===== src/rtl/led_seq_ctl.sv =====
// rtl/led_seq_ctl.sv - red/green status LED pattern sequencer with PWM brightness
// Mode codes: LED_ALTERNATING / LED_SYNC select a pattern, every other code means off.
module led_seq_ctl #(
    parameter int         TICK_DIV        = 1000,
    parameter int         PHASE_TICKS     = 250,
    parameter int         PWM_BITS        = 4,
    parameter logic [3:0] LED_ALTERNATING = 4'h1,
    parameter logic [3:0] LED_SYNC        = 4'h2
) (
    input  logic                xclk,
    input  logic                xrst,
    input  logic [3:0]          mode,
    input  logic                mode_wr,
    input  logic [PWM_BITS-1:0] duty,
    output logic                led_r,
    output logic                led_g,
    output logic                phase,
    output logic                busy
);

    localparam int TW = (TICK_DIV > 1) ? $clog2(TICK_DIV) : 1;
    localparam int PW = (PHASE_TICKS > 1) ? $clog2(PHASE_TICKS) : 1;
    localparam logic [TW-1:0] TICK_LAST  = TW'(TICK_DIV - 1);
    localparam logic [PW-1:0] PHASE_LAST = PW'(PHASE_TICKS - 1);

    typedef enum logic [2:0] {S_OFF, S_ALT_R, S_ALT_G, S_SYNC_ON, S_SYNC_OFF} state_e;
    typedef enum logic [1:0] {PAT_OFF, PAT_ALT, PAT_SYNC} pat_e;

    state_e              state_q;
    pat_e                pend_pat_q;
    logic                pend_q;
    logic [TW-1:0]       tick_cnt_q;
    logic [PW-1:0]       phase_cnt_q;
    logic [PWM_BITS-1:0] pwm_cnt_q;
    logic                led_r_q, led_g_q, phase_q;

    pat_e req_pat, cur_pat;
    logic tick, boundary, lit;
    logic led_r_d, led_g_d, phase_d;

    function automatic state_e entry_state(input pat_e p);
        case (p)
            PAT_ALT:  entry_state = S_ALT_R;
            PAT_SYNC: entry_state = S_SYNC_ON;
            default:  entry_state = S_OFF;
        endcase
    endfunction

    function automatic state_e toggle_state(input state_e s);
        case (s)
            S_ALT_R:    toggle_state = S_ALT_G;
            S_ALT_G:    toggle_state = S_ALT_R;
            S_SYNC_ON:  toggle_state = S_SYNC_OFF;
            S_SYNC_OFF: toggle_state = S_SYNC_ON;
            default:    toggle_state = S_OFF;
        endcase
    endfunction

    always_comb begin
        req_pat = PAT_OFF;
        if (mode == LED_ALTERNATING) begin
            req_pat = PAT_ALT;
        end else if (mode == LED_SYNC) begin
            req_pat = PAT_SYNC;
        end

        case (state_q)
            S_ALT_R, S_ALT_G:       cur_pat = PAT_ALT;
            S_SYNC_ON, S_SYNC_OFF:  cur_pat = PAT_SYNC;
            default:                cur_pat = PAT_OFF;
        endcase

        tick     = (state_q != S_OFF) && (tick_cnt_q == TICK_LAST);
        boundary = tick && (phase_cnt_q == PHASE_LAST);

        // Full-scale duty is forced fully on; otherwise the counter would leave one dark slot.
        lit     = (pwm_cnt_q < duty) || (duty == '1);
        led_r_d = lit && ((state_q == S_ALT_R) || (state_q == S_SYNC_ON));
        led_g_d = lit && ((state_q == S_ALT_G) || (state_q == S_SYNC_ON));
        phase_d = (state_q == S_ALT_G) || (state_q == S_SYNC_OFF);
    end

    always_ff @(posedge xclk) begin
        if (xrst) begin
            state_q     <= S_OFF;
            pend_q      <= 1'b0;
            pend_pat_q  <= PAT_OFF;
            tick_cnt_q  <= '0;
            phase_cnt_q <= '0;
            pwm_cnt_q   <= '0;
            led_r_q     <= 1'b0;
            led_g_q     <= 1'b0;
            phase_q     <= 1'b0;
        end else begin
            pwm_cnt_q <= pwm_cnt_q + PWM_BITS'(1);
            led_r_q   <= led_r_d;
            led_g_q   <= led_g_d;
            phase_q   <= phase_d;

            if (state_q == S_OFF || tick) begin
                tick_cnt_q <= '0;
            end else begin
                tick_cnt_q <= tick_cnt_q + TW'(1);
            end
            if (state_q == S_OFF || boundary) begin
                phase_cnt_q <= '0;
            end else if (tick) begin
                phase_cnt_q <= phase_cnt_q + PW'(1);
            end

            // Entering or leaving OFF is immediate; pattern swaps wait for a phase boundary.
            if (mode_wr && (req_pat == PAT_OFF || cur_pat == PAT_OFF)) begin
                state_q     <= entry_state(req_pat);
                pend_q      <= 1'b0;
                tick_cnt_q  <= '0;
                phase_cnt_q <= '0;
            end else if (mode_wr && req_pat == cur_pat) begin
                pend_q <= 1'b0;
                if (boundary) begin
                    state_q <= toggle_state(state_q);
                end
            end else if (mode_wr && boundary) begin
                state_q     <= entry_state(req_pat);
                pend_q      <= 1'b0;
                tick_cnt_q  <= '0;
                phase_cnt_q <= '0;
            end else if (mode_wr) begin
                pend_q     <= 1'b1;
                pend_pat_q <= req_pat;
            end else if (boundary && pend_q) begin
                state_q     <= entry_state(pend_pat_q);
                pend_q      <= 1'b0;
                tick_cnt_q  <= '0;
                phase_cnt_q <= '0;
            end else if (boundary) begin
                state_q <= toggle_state(state_q);
            end
        end
    end

    assign led_r = led_r_q;
    assign led_g = led_g_q;
    assign phase = phase_q;
    assign busy  = pend_q;

endmodule


===== config.mk =====
export PLATFORM = sky130hd
export DESIGN_NAME = led_seq_ctl
export DESIGN_NICKNAME = d
export VERILOG_FILES = /design/src/rtl/led_seq_ctl.sv
export SDC_FILE = /design/constraint.sdc
export NUM_CORES = 1
export LEC_CHECK = 0
export CAP_MARGIN = 20
export CORE_MARGIN = 5
export CORE_UTILIZATION = 56
export CTS_CLUSTER_SIZE = 28
export DETAILED_ROUTE_END_ITERATION = 7
export PLACE_DENSITY = 0.81
export SLEW_MARGIN = 5
export SYNTH_ARGS = -nofsm -noshare
export SYNTH_HDL_FRONTEND = slang
export SYNTH_SLANG_ARGS = --single-unit

===== constraint.sdc =====
create_clock -name xclk -period 3.4 [get_ports xclk]
set_clock_uncertainty 0.2 [all_clocks]
set_input_delay 0.85 -clock xclk [delete_from_list [all_inputs] [get_ports xclk]]
set_output_delay 0.85 -clock xclk [all_outputs]
set_load 0.02 [all_outputs]

==> results.ini, run 1 <==
[die]
dieArea_um2 = 3960
design.core.area_um2 = 2710
die_x_um = 63.0
dieHeight_um = 63.0
io_pins = 15
start_util_pct = 57.9
std_cell_rows = 19

[setup_path]
r2r_start = tick_cnt_q[0]$_SDFF_PP0_
worst_path_largest_cell_delay_ns = 0.52
setup.worst_path.start = mode[3]
worstSetupStartpointType = input pin
critical_path.endpoint = pend_pat_q[1]$_SDFFE_PP0P_
crit_slowest_cell = nor4b_2
endpoint_kind = flop
r2r_end = state_q[0]$_SDFFE_PP0N_
path_max_fanout = 6
worst-setup-path-type = in2reg
reg2regPathDepth = 7
required_ns = 3.42
crit_cells = 7
critical_path.most_common_cell = nor4b_2
cp_num_buf_inv = 1
rrSetupSlack_ns = 0.75
crit_chain = clkdlybuf4s50_1 -> nor4b_2 -> a211oi_2 -> nor4b_2 -> nand4bb_1 -> mux2i_1 -> nor2b_1
crit_family = simple AND/OR/NAND/NOR gates
arrival_ns = 2.97

[timing]
min_period_ns = 2.95
holdWs_ns = 0.284
worst_slew_pin_slew_ns = 0.525
finalSetupViolCount = 0
setup_tns_ns = 0
hold_viol_final = 0
slew_violations = 0
finalCritPeriodShare_pct = 86.7
fmax_mhz = 339
rsz0062_at_grt = false
slew_headroom_pct = 64.9

[clock_tree]
htreeDepth = 2
postCtsSetupBuffers = 0
cts_resized = 0
clkLatencyLatePin_ns = 0.32
cts_tree = yes
clockRootBuffer = clkbuf_4
clock_path_buffers = 2
clkTransAtPathRegs_ns = 0.09
cts_num_sinks = 31
numCtsBuffers = 5
cts.hold.buffers_added = 0

[synth]
synth_top_family_by_area = simple AND/OR/NAND/NOR gates
synth-async-reset-ratio_pct = 0
synth_cell_types = 36
postSynthAreaPerCell_um2 = 8.63
synth_compound_area_share_pct = 7.41
yosysWarnings = 0
synth_adder_area_share_pct = 6.37
synth.cell_area_um2 = 1570
syn_inst = 182
synth_nets = 201
synth_ff_type = dfxtp_1
yosysSeqAreaShare_pct = 39.5
synth_edf_count = 0
muxShareOfSynthArea_pct = 1.27
synth_simple_gate_area_share_pct = 30.0
synthXorXnorAreaFrac_pct = 11.2
ys_ff_latch = 31

[grt]
first_global_vias = 1226
antenna_found_initial = 0
grt_max_degree = 14
overflow = 0
grt_pass1_wl_um = 4970
grt_usage_pct = 15.3

[finish]
drive_gt1_share_pct = 8.04
fin_util_pct = 66.3
diodes = 0
final_area_um2 = 1800
layout_common_cells = nor2_1 (31), dfxtp_1 (31), clkdlybuf4s50_1 (14)
syn_to_final_growth_pct = 14.5
fin_nets = 218

[drt]
wirelength_um = 2800
via_count = 1289
ant_nets = 0
drtPass1Iterations = 4
viasPerCell = 5.60
wl_per_cell_um = 12.2
drcViolationCount = 0
first_iter_violations = 47

[job]
cap_violations = 0

[place]
place_congestion = 0.842
placed_area_um2 = 1740
dpl.hpwl_um = 2150
port_buffers = 14

[pwr]
p_per_area_nw_per_um2 = 364
ir_drop_v = 0.000320
p_leak_uw = 0.000693
power_uw = 655

[hold_path]
hp-class = reg2reg

[status]
status = finished, final reports clean

[Yosys cell counts (2+ instances only)]
master / n / share of area, %
xor2_1: 9 / 5.0
nor4b_2: 3 / 2.9
o21ai_0: 5 / 1.6
nand4_1: 4 / 1.6
clkbuf_1: 4 / 0.96
xnor2_1: 11 / 6.1
a21o_1: 2 / 0.96
buf_2: 3 / 0.96
a21oi_1: 6 / 1.9
nor2b_1: 3 / 1.2
nand2_1: 9 / 2.2
nor3_1: 8 / 2.5
nor4_1: 2 / 0.80
nand3_1: 7 / 2.2
nor2_1: 31 / 7.4
dfxtp_1: 31 / 40
and3_1: 4 / 1.6
or4_1: 2 / 0.96
inv_1: 10 / 2.4
mux2i_1: 2 / 1.3
nand2b_1: 3 / 1.2
or3_1: 2 / 0.80
ha_1: 8 / 6.4
[cell families (layout without fill, tap and decap cells)]
logic type | Yosys count | in the layout
buffers and inverters | 17 | 34
AND/OR/NAND/NOR | 86 | 86
AO/OA/AOI/OAI | 18 | 18
adder cells (fa/ha/maj) | 8 | 8
XOR/XNOR | 20 | 20
flip-flops | 31 | 31
multiplexers | 2 | 2
[area by class of cell]
type | instances | area [um^2]
clock buffer | 6 | 51.3
clock inverter | 1 | 5.00
fill | 235 | 912
tap | 31 | 38.8
multi-input combinational | 134 | 882
timing repair buffer | 17 | 163
sequential | 31 | 621
inverter | 10 | 37.5
[how the worst min path moves through the flow]
| stage | from | to | depth (start not counted) |
|---|---|---|---|
| finish | pwm_cnt_q[0]$_SDFF_PP0_ | pwm_cnt_q[0]$_SDFF_PP0_ | 1 |
| global route | tick_cnt_q[0]$_SDFF_PP0_ | tick_cnt_q[0]$_SDFF_PP0_ | 1 |
| CTS | pwm_cnt_q[0]$_SDFF_PP0_ | pwm_cnt_q[0]$_SDFF_PP0_ | 1 |
| detailed placement | pwm_cnt_q[0]$_SDFF_PP0_ | pwm_cnt_q[0]$_SDFF_PP0_ | 1 |
| global placement | pwm_cnt_q[0]$_SDFF_PP0_ | pwm_cnt_q[0]$_SDFF_PP0_ | 1 |
| floorplan | pwm_cnt_q[0]$_SDFF_PP0_ | pwm_cnt_q[0]$_SDFF_PP0_ | 1 |
[flip-flops by register name, indices dropped and copies added, names as in the netlist]
register and flops:
tick_cnt_q 10, phase_cnt_q 8, pwm_cnt_q 4, state_q 3, pend_pat_q 2, busy 1, led_g 1, led_r 1
phase 1
[metal layers]
| metal | global-route usage (%) | part of all wire [%] |
|---|---|---|
| met1 | 16.7 | 41 |
| met2 | 25.6 | 51 |
| met3 | 7.01 | 6.3 |
| met4 | 5.57 | 1.6 |
| met5 | 0 | 0 |
[through the flow]
step / worst slack, ns / instances
6_report: 0.453 / 230
4_1_cts: 0.472 / 230
2_1_floorplan: 0.655 / 182
5_1_grt: 0.276 / 230
3_3_place_gp: 0.255 / 223
3_5_place_dp: 0.128 / 223
[report_power, final]
group	internal, uW	switching (uW)
logic	36.2	32.8
registers	370	7.48
clock network	95.6	113
total	502	154
(Power assumes the default switching activity.)
==> run 2: changes to the inputs <==
--- a/config.mk
+++ b/config.mk
@@ -10,7 +10,7 @@
 export CORE_UTILIZATION = 56
 export CTS_CLUSTER_SIZE = 28
 export DETAILED_ROUTE_END_ITERATION = 7
-export PLACE_DENSITY = 0.81
+export PLACE_DENSITY = 0.78
 export SLEW_MARGIN = 5
 export SYNTH_ARGS = -nofsm -noshare
 export SYNTH_HDL_FRONTEND = slang
==> run 2 against run 1 <==
Effect of this change:
- count of clock-buffer cells in the layout increased by 2
- cell area rose by 0.70%
- first-iteration DRC count is 2.1% lower
- combinational power about the same
- sequential power about the same
- highest routed layer unchanged
- utilization grew 0.46 points
- power rose by 5.0%
- critical path type unchanged
==> results.ini, run 2 (synthesis results as in run 1) <==
[grt]
antenna_found_initial = 0
grt_pass1_wl_um = 5450
overflow = 0
grt_usage_pct = 17.1
first_global_vias = 1373
grt_max_degree = 14

[timing]
min_period_ns = 2.88
finalWorstSetupSlack_ns = 0.515
slew_violations = 0
finalCritPeriodShare_pct = 84.8
setup_tns_ns = 0
rsz0062_at_grt = false
slew_headroom_pct = 64.7
hold_viol_final = 0
fmax_mhz = 347
finalSetupViolCount = 0
worst_slew_pin_slew_ns = 0.528

[drt]
drcViolationCount = 0
first_iter_violations = 46
drtPass1Iterations = 4
wirelength_um = 2970
ant_nets = 0
via_count = 1285
wl_per_cell_um = 12.9
viasPerCell = 5.56

[setup_path]
worst-setup-path-type = in2reg
rrSetupSlack_ns = 0.72
worstSetupStartpointType = input pin
path_max_fanout = 6
arrival_ns = 2.92
reg2regPathDepth = 7
required_ns = 3.44
endpoint_kind = flop

[die]
dieArea_um2 = 3960
io_pins = 15
std_cell_rows = 19
design.core.area_um2 = 2710
start_util_pct = 57.9
dieHeight_um = 63.0
die_x_um = 63.0

[clock_tree]
cts_tree = yes
clkLatencyLatePin_ns = 0.33
cts_num_sinks = 31
numCtsBuffers = 5
clock_path_buffers = 2
clockRootBuffer = clkbuf_4
cts.hold.buffers_added = 0
htreeDepth = 2
clkTransAtPathRegs_ns = 0.10
cts_resized = 0
postCtsSetupBuffers = 0

[finish]
nFillCells = 247
layout.cells.non_filler = 231
area.sequential_um2 = 621
syn_to_final_growth_pct = 15.3
largest_reg_flops = 10
multi_input_area_um2 = 882
drive_gt1_share_pct = 8.00
top_register = tick_cnt_q
layout_common_cells = nor2_1 (31), dfxtp_1 (31), clkdlybuf4s50_1 (14)
reg.largest.list = tick_cnt_q: 10 flops, phase_cnt_q: 8 flops, pwm_cnt_q: 4 flops
fin_nets = 218
final_area_um2 = 1810
diodes = 0

[place]
port_buffers = 14
pre_cts_slack_ns = 0.165
placed_area_um2 = 1740
dpl.hpwl_um = 2260
place_congestion = 0.837
placedCellCount = 223

[hold_path]
hp-class = reg2reg
holdPathStages = 1

[job]
cap_violations = 0

[pwr]
p_per_area_nw_per_um2 = 380
ir_drop_v = 0.000293
p_leak_uw = 0.000697

[status]
status = finished, final reports clean

## run 2: cell count changes in the layout (fill, tap and decap cells not counted), sizes merged
cell / before / now
clkbuf: 6 / 8
clkinv: 1 / 0
## run 2: layer usage
| layer | routed length [um] | GRT usage, % |
|---|---|---|
| met1 | 1210 | 16.1 |
| met2 | 1540 | 30.8 |
| met3 | 163 | 7.37 |
| met4 | 56 | 8.75 |
| met5 | 0 | 0 |
## run 2: path summary, 6_finish.rpt
check	from	to
worst min-delay path	tick_cnt_q[0]$_SDFF_PP0_	tick_cnt_q[0]$_SDFF_PP0_
worst max-delay path	mode[0]	pend_pat_q[1]$_SDFFE_PP0P_
worst min register to register	tick_cnt_q[0]$_SDFF_PP0_	tick_cnt_q[0]$_SDFF_PP0_
worst max register to register	tick_cnt_q[0]$_SDFF_PP0_	state_q[0]$_SDFFE_PP0N_
## run 2: worst max-delay path, cell delays in order
cell and delay, ns:
clkdlybuf4s50_1 0.43, nor4b_2 0.54, a211oi_2 0.12, nor4b_2 0.47, nand4bb_1 0.23, mux2i_1 0.15
nor2b_1 0.12
## run 2: area by class of cell
cell class                 instances  area share (%)
multi-input combinational        134            48.7
sequential                        31            34.3
timing repair buffer              17            8.98
clock buffer                       8            3.80
tap                               31            2.14
inverter                          10            2.07
## run 2: per-stage QoR
| stage | utilization, % | power, uW | hold slack (ns) |
|---|---|---|---|
| floorplan | - | 428 | 0.225 |
| global placement | 64.3 | 452 | 0.245 |
| detailed placement | 64.3 | 456 | 0.261 |
| CTS | 66.8 | 692 | 0.282 |
| global route | 66.8 | 728 | 0.309 |
| finish | 66.8 | 688 | 0.275 |
## run 2: report_power, final
group	switching (uW)	internal (uW)	total [uW]	leakage (uW)
logic	32.9	36.4	69.3	0.000407
registers	7.94	370	378	0.000251
clock network	119	122	241	0.0000386
total	160	528	688	0.000697
